==> src/rtl/seven_seg_reader.sv <==
// seven_seg_reader: decodes a multiplexed active-low seven-segment bus back into a hex word
module seven_seg_reader #(
   parameter int DIGITS        = 4,
   parameter int STABLE_CYCLES = 4,
   parameter int CNT_W         = 3
) (
   input  logic                  clk,
   input  logic                  rst,
   input  logic [6:0]            Seg_in,
   input  logic [DIGITS-1:0]     Dig_sel,
   output logic [4*DIGITS-1:0]   Word_out,
   output logic                  Word_valid,
   output logic [DIGITS-1:0]     Digit_err
);
   typedef enum logic [1:0] {WAIT_SEL, DWELL, HELD} state_t;
   state_t state, state_next;
   logic [6:0]          seg_q, seg_p;
   logic [DIGITS-1:0]   sel_q, sel_p, sel_n, seen, seen_next, slot_err;
   logic [4*DIGITS-1:0] slot_nib;
   logic [CNT_W-1:0]    cnt, cnt_next;
   logic                changed, legal, capture, full;
   logic [4:0]          dec;

   // returns {error, nibble}; blank is a legal "0" so dark digits do not flag errors
   function automatic logic [4:0] decode(input logic [6:0] p);
      case (p)
         7'b1000000: decode = 5'h00;
         7'b1111001: decode = 5'h01;
         7'b0100100: decode = 5'h02;
         7'b0110000: decode = 5'h03;
         7'b0011001: decode = 5'h04;
         7'b0010010: decode = 5'h05;
         7'b0000010: decode = 5'h06;
         7'b1111000: decode = 5'h07;
         7'b0000000: decode = 5'h08;
         7'b0011000: decode = 5'h09;
         7'b0001000: decode = 5'h0A;
         7'b0000011: decode = 5'h0B;
         7'b1000110: decode = 5'h0C;
         7'b0100001: decode = 5'h0D;
         7'b0000110: decode = 5'h0E;
         7'b0001110: decode = 5'h0F;
         7'b1111111: decode = 5'h00;
         default:    decode = 5'h10;
      endcase
   endfunction

   assign changed   = {seg_q, sel_q} != {seg_p, sel_p};
   assign sel_n     = ~sel_q;
   assign legal     = $countones(sel_n) == 1;
   assign cnt_next  = changed ? CNT_W'(1) : (cnt == CNT_W'(STABLE_CYCLES) ? cnt : cnt + CNT_W'(1));
   assign dec       = decode(seg_q);
   assign seen_next = (full ? '0 : seen) | (capture ? sel_n : '0);

   // capture fires once per stable legal dwell; HELD blocks repeats until the bus changes
   always_comb begin
      state_next = state;
      capture    = 1'b0;
      case (state)
         WAIT_SEL: state_next = legal ? DWELL : WAIT_SEL;
         DWELL: begin
            if (!legal) state_next = WAIT_SEL;
            else if (cnt_next == CNT_W'(STABLE_CYCLES)) begin
               capture    = 1'b1;
               state_next = HELD;
            end
         end
         HELD:    state_next = changed ? (legal ? DWELL : WAIT_SEL) : HELD;
         default: state_next = WAIT_SEL;
      endcase
   end

   // state register
   always_ff @(posedge clk or negedge rst) begin
      if (!rst) state <= WAIT_SEL;
      else      state <= state_next;
   end

   // input sampling with one-deep history and saturating stability count
   always_ff @(posedge clk or negedge rst) begin
      if (!rst) begin
         seg_q <= 7'h7F;
         sel_q <= '1;
         seg_p <= 7'h7F;
         sel_p <= '1;
         cnt   <= '0;
      end else begin
         seg_q <= Seg_in;
         sel_q <= Dig_sel;
         seg_p <= seg_q;
         sel_p <= sel_q;
         cnt   <= cnt_next;
      end
   end

   // slot capture and frame publication one edge after the last missing digit lands
   always_ff @(posedge clk or negedge rst) begin
      if (!rst) begin
         slot_nib   <= '0;
         slot_err   <= '0;
         seen       <= '0;
         full       <= 1'b0;
         Word_valid <= 1'b0;
         Word_out   <= '0;
         Digit_err  <= '0;
      end else begin
         for (int i = 0; i < DIGITS; i++) begin
            if (capture && sel_n[i]) begin
               slot_nib[4*i +: 4] <= dec[3:0];
               slot_err[i]        <= dec[4];
            end
         end
         seen       <= seen_next;
         full       <= capture && (&seen_next);
         Word_valid <= full;
         if (full) begin
            Word_out  <= slot_nib;
            Digit_err <= slot_err;
         end
      end
   end
endmodule

==> config.mk <==
export PLATFORM = sky130hd
export DESIGN_NAME = seven_seg_reader
export DESIGN_NICKNAME = d
export VERILOG_FILES = /design/src/rtl/seven_seg_reader.sv
export SDC_FILE = /design/constraint.sdc
export NUM_CORES = 1
export LEC_CHECK = 0
export CAP_MARGIN = 10
export CORE_ASPECT_RATIO = 0.9
export CORE_MARGIN = 3
export CORE_UTILIZATION = 28
export CTS_BUF_LIST = sky130_fd_sc_hd__clkbuf_4
export CTS_CLUSTER_SIZE = 30
export DETAILED_ROUTE_END_ITERATION = 8
export SLEW_MARGIN = 20
export SYNTH_ARGS = -nofsm -noshare
export SYNTH_HDL_FRONTEND = slang
export SYNTH_SLANG_ARGS = --single-unit
==> constraint.sdc <==
create_clock -name clk -period 5.4 [get_ports clk]
set_clock_uncertainty 0.15 [all_clocks]
set_input_delay 1.08 -clock clk [delete_from_list [all_inputs] [get_ports clk]]
set_output_delay 1.08 -clock clk [all_outputs]
set_load 0.02 [all_outputs]
==> impl_metrics.tcl, run 1 <==
set metrics [dict create \
    nets 286 \
    netlist_area_um2 3198 \
    fmax_mhz 310.2 \
    synth-seq-cells 73 \
    cap_violations 0 \
    syn-num-nets 251 \
    p_total_mw 1.012 \
    ios 34 \
    path_buf_inv 1 \
    row_count 36 \
    powerDensity_nw_per_um2 264.0 \
    cts_hold_repair.buffers 0 \
    drc 0 \
    dpl_worst_slack_ns 2.161 \
    tns_ns 0 \
    cpMostUsedCell "ha_1" \
    final_cell_mix "51 x dfrtp_1, 36 x mux2_2, 32 x clkdlybuf4s50_1, 22 x dfstp_2, 12 x clkbuf_4" \
    p_leak_nw 1.697 \
    clock_sinks 73 \
    cp-start-kind "flip-flop" \
    port-buffer-count 33 \
    die_h_um 107.4 \
    grt_pass1_vias 1933 \
    hp-class "flip-flop to flip-flop" \
    cts_buffer_depth 2 \
    nFillCells 1108 \
    async_flop_share_pct 100.0 \
    worstPathRequired_ns 5.54 \
    final_common_cell "dfrtp_1" \
    vias 1907 \
    n_antenna_cell 0 \
    seqCellArea_um2 1854 \
    gr-total-overflow 0 \
    core_um2 10990 \
    stdcell_area_um2 3832 \
    synth-edff-count 0 \
    critPathTopFamily "simple AND/OR/NAND/NOR gates" \
    start_util_pct 29.10 \
    ys.warnings.count 0 \
    cts_max_level 3 \
    seq_area_frac_synth_pct 57.98 \
    yosysTopAreaCell "dfrtp_1" \
    hpwl_mm 4.150 \
    syn_avg_cell_area_um2 13.73 \
    drive_gt1_share_pct 30.40 \
    cts_buffers 9 \
    placed_area_um2 3675 \
    cts_setup_buffers 0 \
    syn_to_final_growth_pct 19.84 \
    outcome "completed" \
    arrival_ns 3.36 \
    synth_area_leaders "dfrtp_1 40%, dfstp_2 18%, mux2_2 13%" \
    cts_repair_resize_count 0 \
    ys.flop_type "dfrtp_1" \
    post-route-period-util_pct 59.70 \
    die-area_um2 12740 \
    rsz0062_at_grt "false" \
    fin_crit_ns 3.224 \
    drt_iter0_markers 51 \
    ant_nets 0 \
    die_x_um 118.7 \
    ir_worst_vdd_uv 104.6 \
    grt.total_usage_pct 9.966 \
    grt_max_degree 39 \
    avgRoutedWirePerCell_um 13.94 \
    multiInputGateArea_um2 1267 \
    place_congestion 0.8075 \
    cts.clk_slew.worst_paths_ns 0.11 \
    finalWirelength_mm 5.925 \
    finalSetupViolCount 0 \
    synth_top_area_share_pct 39.91 \
    slew_headroom_pct 29.08 \
    worst_slew_pin_slew_ns 1.057 \
    worst_path_max_delay_cell "dfstp_2" \
    grt_pass1_wl_mm 10.07 \
    slowest_delay_ns 0.62 \
    clockRootBuffer "clkbuf_4" \
    antenna_found_initial 0 \
    path_cells "fa_1 > inv_1 > ha_1 > ha_1 > nor2_1 > nand2_1 > or3_1 > nor4_4 > mux2_2" \
    finalMaxSlewViolations 0 \
    crit_type "flip-flop to flip-flop" \
    synthCells 233 \
    synth.distinct_cells 49 \
    clock_latency_ns 0.40 \
    first_pass_iters 4 \
    end_kind "flip-flop" \
    finalHoldViolCount 0 \
    dp_cells 409 \
    crit_path_max_fanout 6 \
    avgViaCountPerCell 4.487 \
    fin_ws_ns 2.176 \
    final_cells 425 \
    cts_tree "yes" \
]
==> worst paths after layout <==
kind / slack, ns / from / endpoint / depth (start not counted)
max in group asynchronous: 3.49 / rst / sel_q[2]$_DFF_PN1_ / 2
worst max register to register: 2.18 / sel_q[1]$_DFF_PN1_ / slot_nib[5]$_DFFE_PN0P_ / 9
worst min-delay path: 0.27 / sel_q[3]$_DFF_PN1_ / sel_p[3]$_DFF_PN1_ / 0
worst min register to register: 0.27 / sel_q[3]$_DFF_PN1_ / sel_p[3]$_DFF_PN1_ / 0
min in group asynchronous: 0.61 / rst / slot_nib[5]$_DFFE_PN0P_ / 1
worst max-delay path: 2.18 / sel_q[1]$_DFF_PN1_ / slot_nib[5]$_DFFE_PN0P_ / 9
==> worst register-to-register path: cells and delay by family (launching register included) <==
kind / cells / cell delay, ns
fa+ha+maj: 3 / 0.78
buf+inv: 1 / 0.06
flops: 1 / 0.62
mux: 1 / 0.40
simple gates: 4 / 1.11
==> stage by stage <==
step                utilization (%)  hold WS (ns)
floorplan                         -        0.2104
global placement              33.44        0.2524
detailed placement            33.44        0.2585
CTS                           34.87        0.2723
global route                  34.87        0.2801
finish                        34.87        0.2737
==> report_power, final <==
group          internal [mW]  switching (mW)
Clock                  0.201           0.174
Sequential             0.564          0.0167
Combinational         0.0248          0.0313
Total                  0.790           0.222
==> state kept, by name (all words and copies together), names as in the netlist <==
name and cells:
Word_out 16, slot_nib 16, seg_p 7, seg_q 7, Digit_err 4, seen 4, sel_p 4, sel_q 4
slot_err 4, cnt 3, state 2, Word_valid 1, full 1
==> final cells by class <==
class                      count  share of cell area (%)
clock buffer                  12                   2.351
clock inverter                 4                   1.763
inverter                       8                  0.7835
multi-input combinational    142                   33.07
sequential                    73                   48.38
tap                          152                   4.962
timing repair buffer          34                   8.684
==> metal layers <==
layer	up-vias	global-route usage (%)	share of wire (%)	routed length, µm
met5	-	0	0	0
li1	901	-	-	-
met4	0	3.474	1.5	91
met3	9	3.258	3.9	234
met2	32	14.97	47	2766
met1	965	13.53	48	2832
==> synthesized netlist by cell type (3+ instances only) <==
| cell type | instances |
|---|---|
| inv_1 | 8 |
| nand2_1 | 10 |
| nor2_1 | 7 |
| o21ai_0 | 4 |
| nand3b_1 | 3 |
| dfrtp_1 | 51 |
| clkbuf_1 | 7 |
| xor2_1 | 11 |
| a21o_1 | 4 |
| nor2b_1 | 3 |
| nor4b_1 | 3 |
| o32a_1 | 3 |
| dfstp_2 | 22 |
| mux2_2 | 36 |
| nand2b_1 | 3 |
| mux2_1 | 4 |
| ha_1 | 4 |
| nor4_4 | 5 |
| a21oi_1 | 3 |
==> cells by family after synthesis <==
group                      count (synthesis)  synth area share [%]
adders and majority gates                  5                 2.191
and+or+nand+nor                           53                 12.60
buffers and inverters                     18                 2.386
AOI/OAI and AO/OA                         30                 6.690
xor gates and xnor gates                  14                 4.069
muxes                                     40                 14.08
DFF                                       73                 57.98
Power figures use the tool's default switching activity.
==> inputs of run 2 (changes only) <==
Clock period 5.4 ns to 2.8 ns, I/O delays scaled along.
==> impl_metrics.tcl, run 2 (synthesis gave the netlist of run 1 again) <==
set metrics [dict create \
    slowest_delay_ns 0.52 \
    stdcell_area_um2 4119 \
    ant_nets 0 \
    antenna_found_initial 0 \
    finalSetupViolCount 20 \
    cts.clk_slew.worst_paths_ns 0.13 \
    cp-start-kind "flip-flop" \
    outcome "finished, violations left" \
    drt_iter0_markers 120 \
    drive_gt1_share_pct 36.64 \
    placed_area_um2 3807 \
    die-area_um2 12740 \
    cts_max_level 3 \
    post-route-period-util_pct 102.2 \
    vias 1967 \
    gr-total-overflow 0 \
    cts_tree "yes" \
    crit_path_max_fanout 6 \
    final_cells 444 \
    grt_pass1_wl_mm 9.708 \
    top_regs "Word_out (16), slot_nib (16)" \
    start_util_pct 29.10 \
    cap_violations 0 \
    clock_sinks 73 \
    clockRootBuffer "clkbuf_4" \
    final_cell_mix "51 x dfrtp_1, 32 x clkdlybuf4s50_1, 23 x mux2_2, 22 x dfstp_2, 16 x mux2_4" \
    first_pass_iters 4 \
    busiest_layer "met2" \
    path_buf_inv 2 \
    cpMostUsedCell "ha_1" \
    row_count 36 \
    cts_buffer_depth 2 \
    grt_max_degree 74 \
    finalWirelength_mm 5.865 \
    core_um2 10990 \
    finalHoldViolCount 0 \
    crit_type "flip-flop to flip-flop" \
    drc 0 \
    port-buffer-count 33 \
    worst_slew_pin_slew_ns 0.7045 \
    met1_usage_pct 12.35 \
    grt_pass1_vias 1967 \
    violations "setup timing" \
    hpwl_mm 3.974 \
    final_common_cell "dfrtp_1" \
    worstPathRequired_ns 2.94 \
    fin_ws_ns -0.06134 \
    hp-class "input port to async pin" \
    fin_crit_ns 2.861 \
    die_h_um 107.4 \
    grt_use_met3_pct 3.311 \
    p_leak_nw 1.834 \
    critPathTopFamily "adder cells" \
    slew_headroom_pct 52.63 \
    avgViaCountPerCell 4.430 \
    ir_worst_vdd_uv 193.3 \
    finalMaxSlewViolations 0 \
    die_x_um 118.7 \
    end_kind "flip-flop" \
    cts_buffers 9 \
    grtUsageMet2_pct 15.33 \
    n_antenna_cell 0 \
    syn_to_final_growth_pct 28.79 \
    rsz0062_at_grt "true" \
    arrival_ns 3.00 \
    cts_hold_repair.buffers 0 \
    powerDensity_nw_per_um2 521.3 \
    path_cells "fa_1 > inv_1 > ha_1 > ha_1 > nor2_1 > nand2_1 > or3_4 > nor4_4 > buf_6 > mux2_1" \
    dp_cells 425 \
    grt.total_usage_pct 9.679 \
    place_congestion 0.7903 \
    ios 34 \
    nets 305 \
    avgRoutedWirePerCell_um 13.21 \
    clock_latency_ns 0.41 \
    worst_path_max_delay_cell "fa_1" \
    fmax_mhz 349.5 \
]
[run 2: changes by cell type in the layout (fill, tap and decap cells not counted), sizes merged]
cell    change
clkinv      -1
clkbuf      -2
inv         +1
buf        +19
bufinv      +2
[run 2: path summary, 6_finish.rpt]
check | from | endpoint | slack, ns | cells past startpoint
min in group clk | seg_q[2]$_DFF_PN1_ | seg_p[2]$_DFF_PN1_ | 0.31 | 0
setup reg to reg | sel_q[0]$_DFF_PN1_ | slot_nib[3]$_DFFE_PN0P_ | -0.06 | 10
hold reg to reg | seg_q[2]$_DFF_PN1_ | seg_p[2]$_DFF_PN1_ | 0.31 | 0
setup / recovery | sel_q[0]$_DFF_PN1_ | slot_nib[3]$_DFFE_PN0P_ | -0.06 | 10
hold / removal | rst | Digit_err[3]$_DFFE_PN0P_ | 0.005 | 2
max in group asynchronous | rst | seg_p[1]$_DFF_PN1_ | 2.14 | 2
[run 2: metal layers]
metal / vias to the layer above / wire (µm)
met1: 983 / 2693
met4: 0 / 74
met3: 6 / 306
met2: 45 / 2791
li1: 933 / -
met5: - / 0
[run 2: power by group]
part / total, mW / internal [mW] / switching (mW)
combinational: 0.132 / 0.0630 / 0.0689
sequential: 1.11 / 1.09 / 0.0255
clock: 0.903 / 0.550 / 0.353
[run 2: what timing repair did]
action	in CTS	in global routing
gates resized for setup	20	3
pin swaps	0	0
endpoints found under the setup margin	20	22
buffers inserted	3	1
[run 2: metrics by stage]
step	setup slack (ns)	utilization, %	power, mW	hold WS [ns]	TNS [ns]
final	-0.06134	37.48	2.147	0.004813	-0.8600
after global routing	-0.1818	37.48	2.246	0.01043	-3.085
after CTS	-0.1506	37.40	2.183	0.003874	-2.257
after detailed placement	-0.1511	34.64	1.261	0.2914	-2.762
after global placement	-0.1337	34.64	1.258	0.2893	-2.414
after floorplan	-0.1252	-	1.192	0.1144	-2.395
[run 2: final cells by class]
type / count / area [µm²]
Sequential cell: 73 / 1854
Timing Repair Buffer: 53 / 506.7
Clock inverter: 6 / 130.1
Fill cell: 1085 / 6872
Multi-Input combinational cell: 142 / 1333
Inverter: 8 / 30.03
Tap cell: 152 / 190.2
Clock buffer: 10 / 75.07
[run 2: worst register-to-register path, cell delays in order, from the launching register on]
cell	delay (ns)
dfstp_2	0.39
fa_1	0.52
inv_1	0.04
ha_1	0.17
ha_1	0.26
nor2_1	0.10
nand2_1	0.08
or3_4	0.40
nor4_4	0.16
buf_6	0.16
mux2_1	0.32
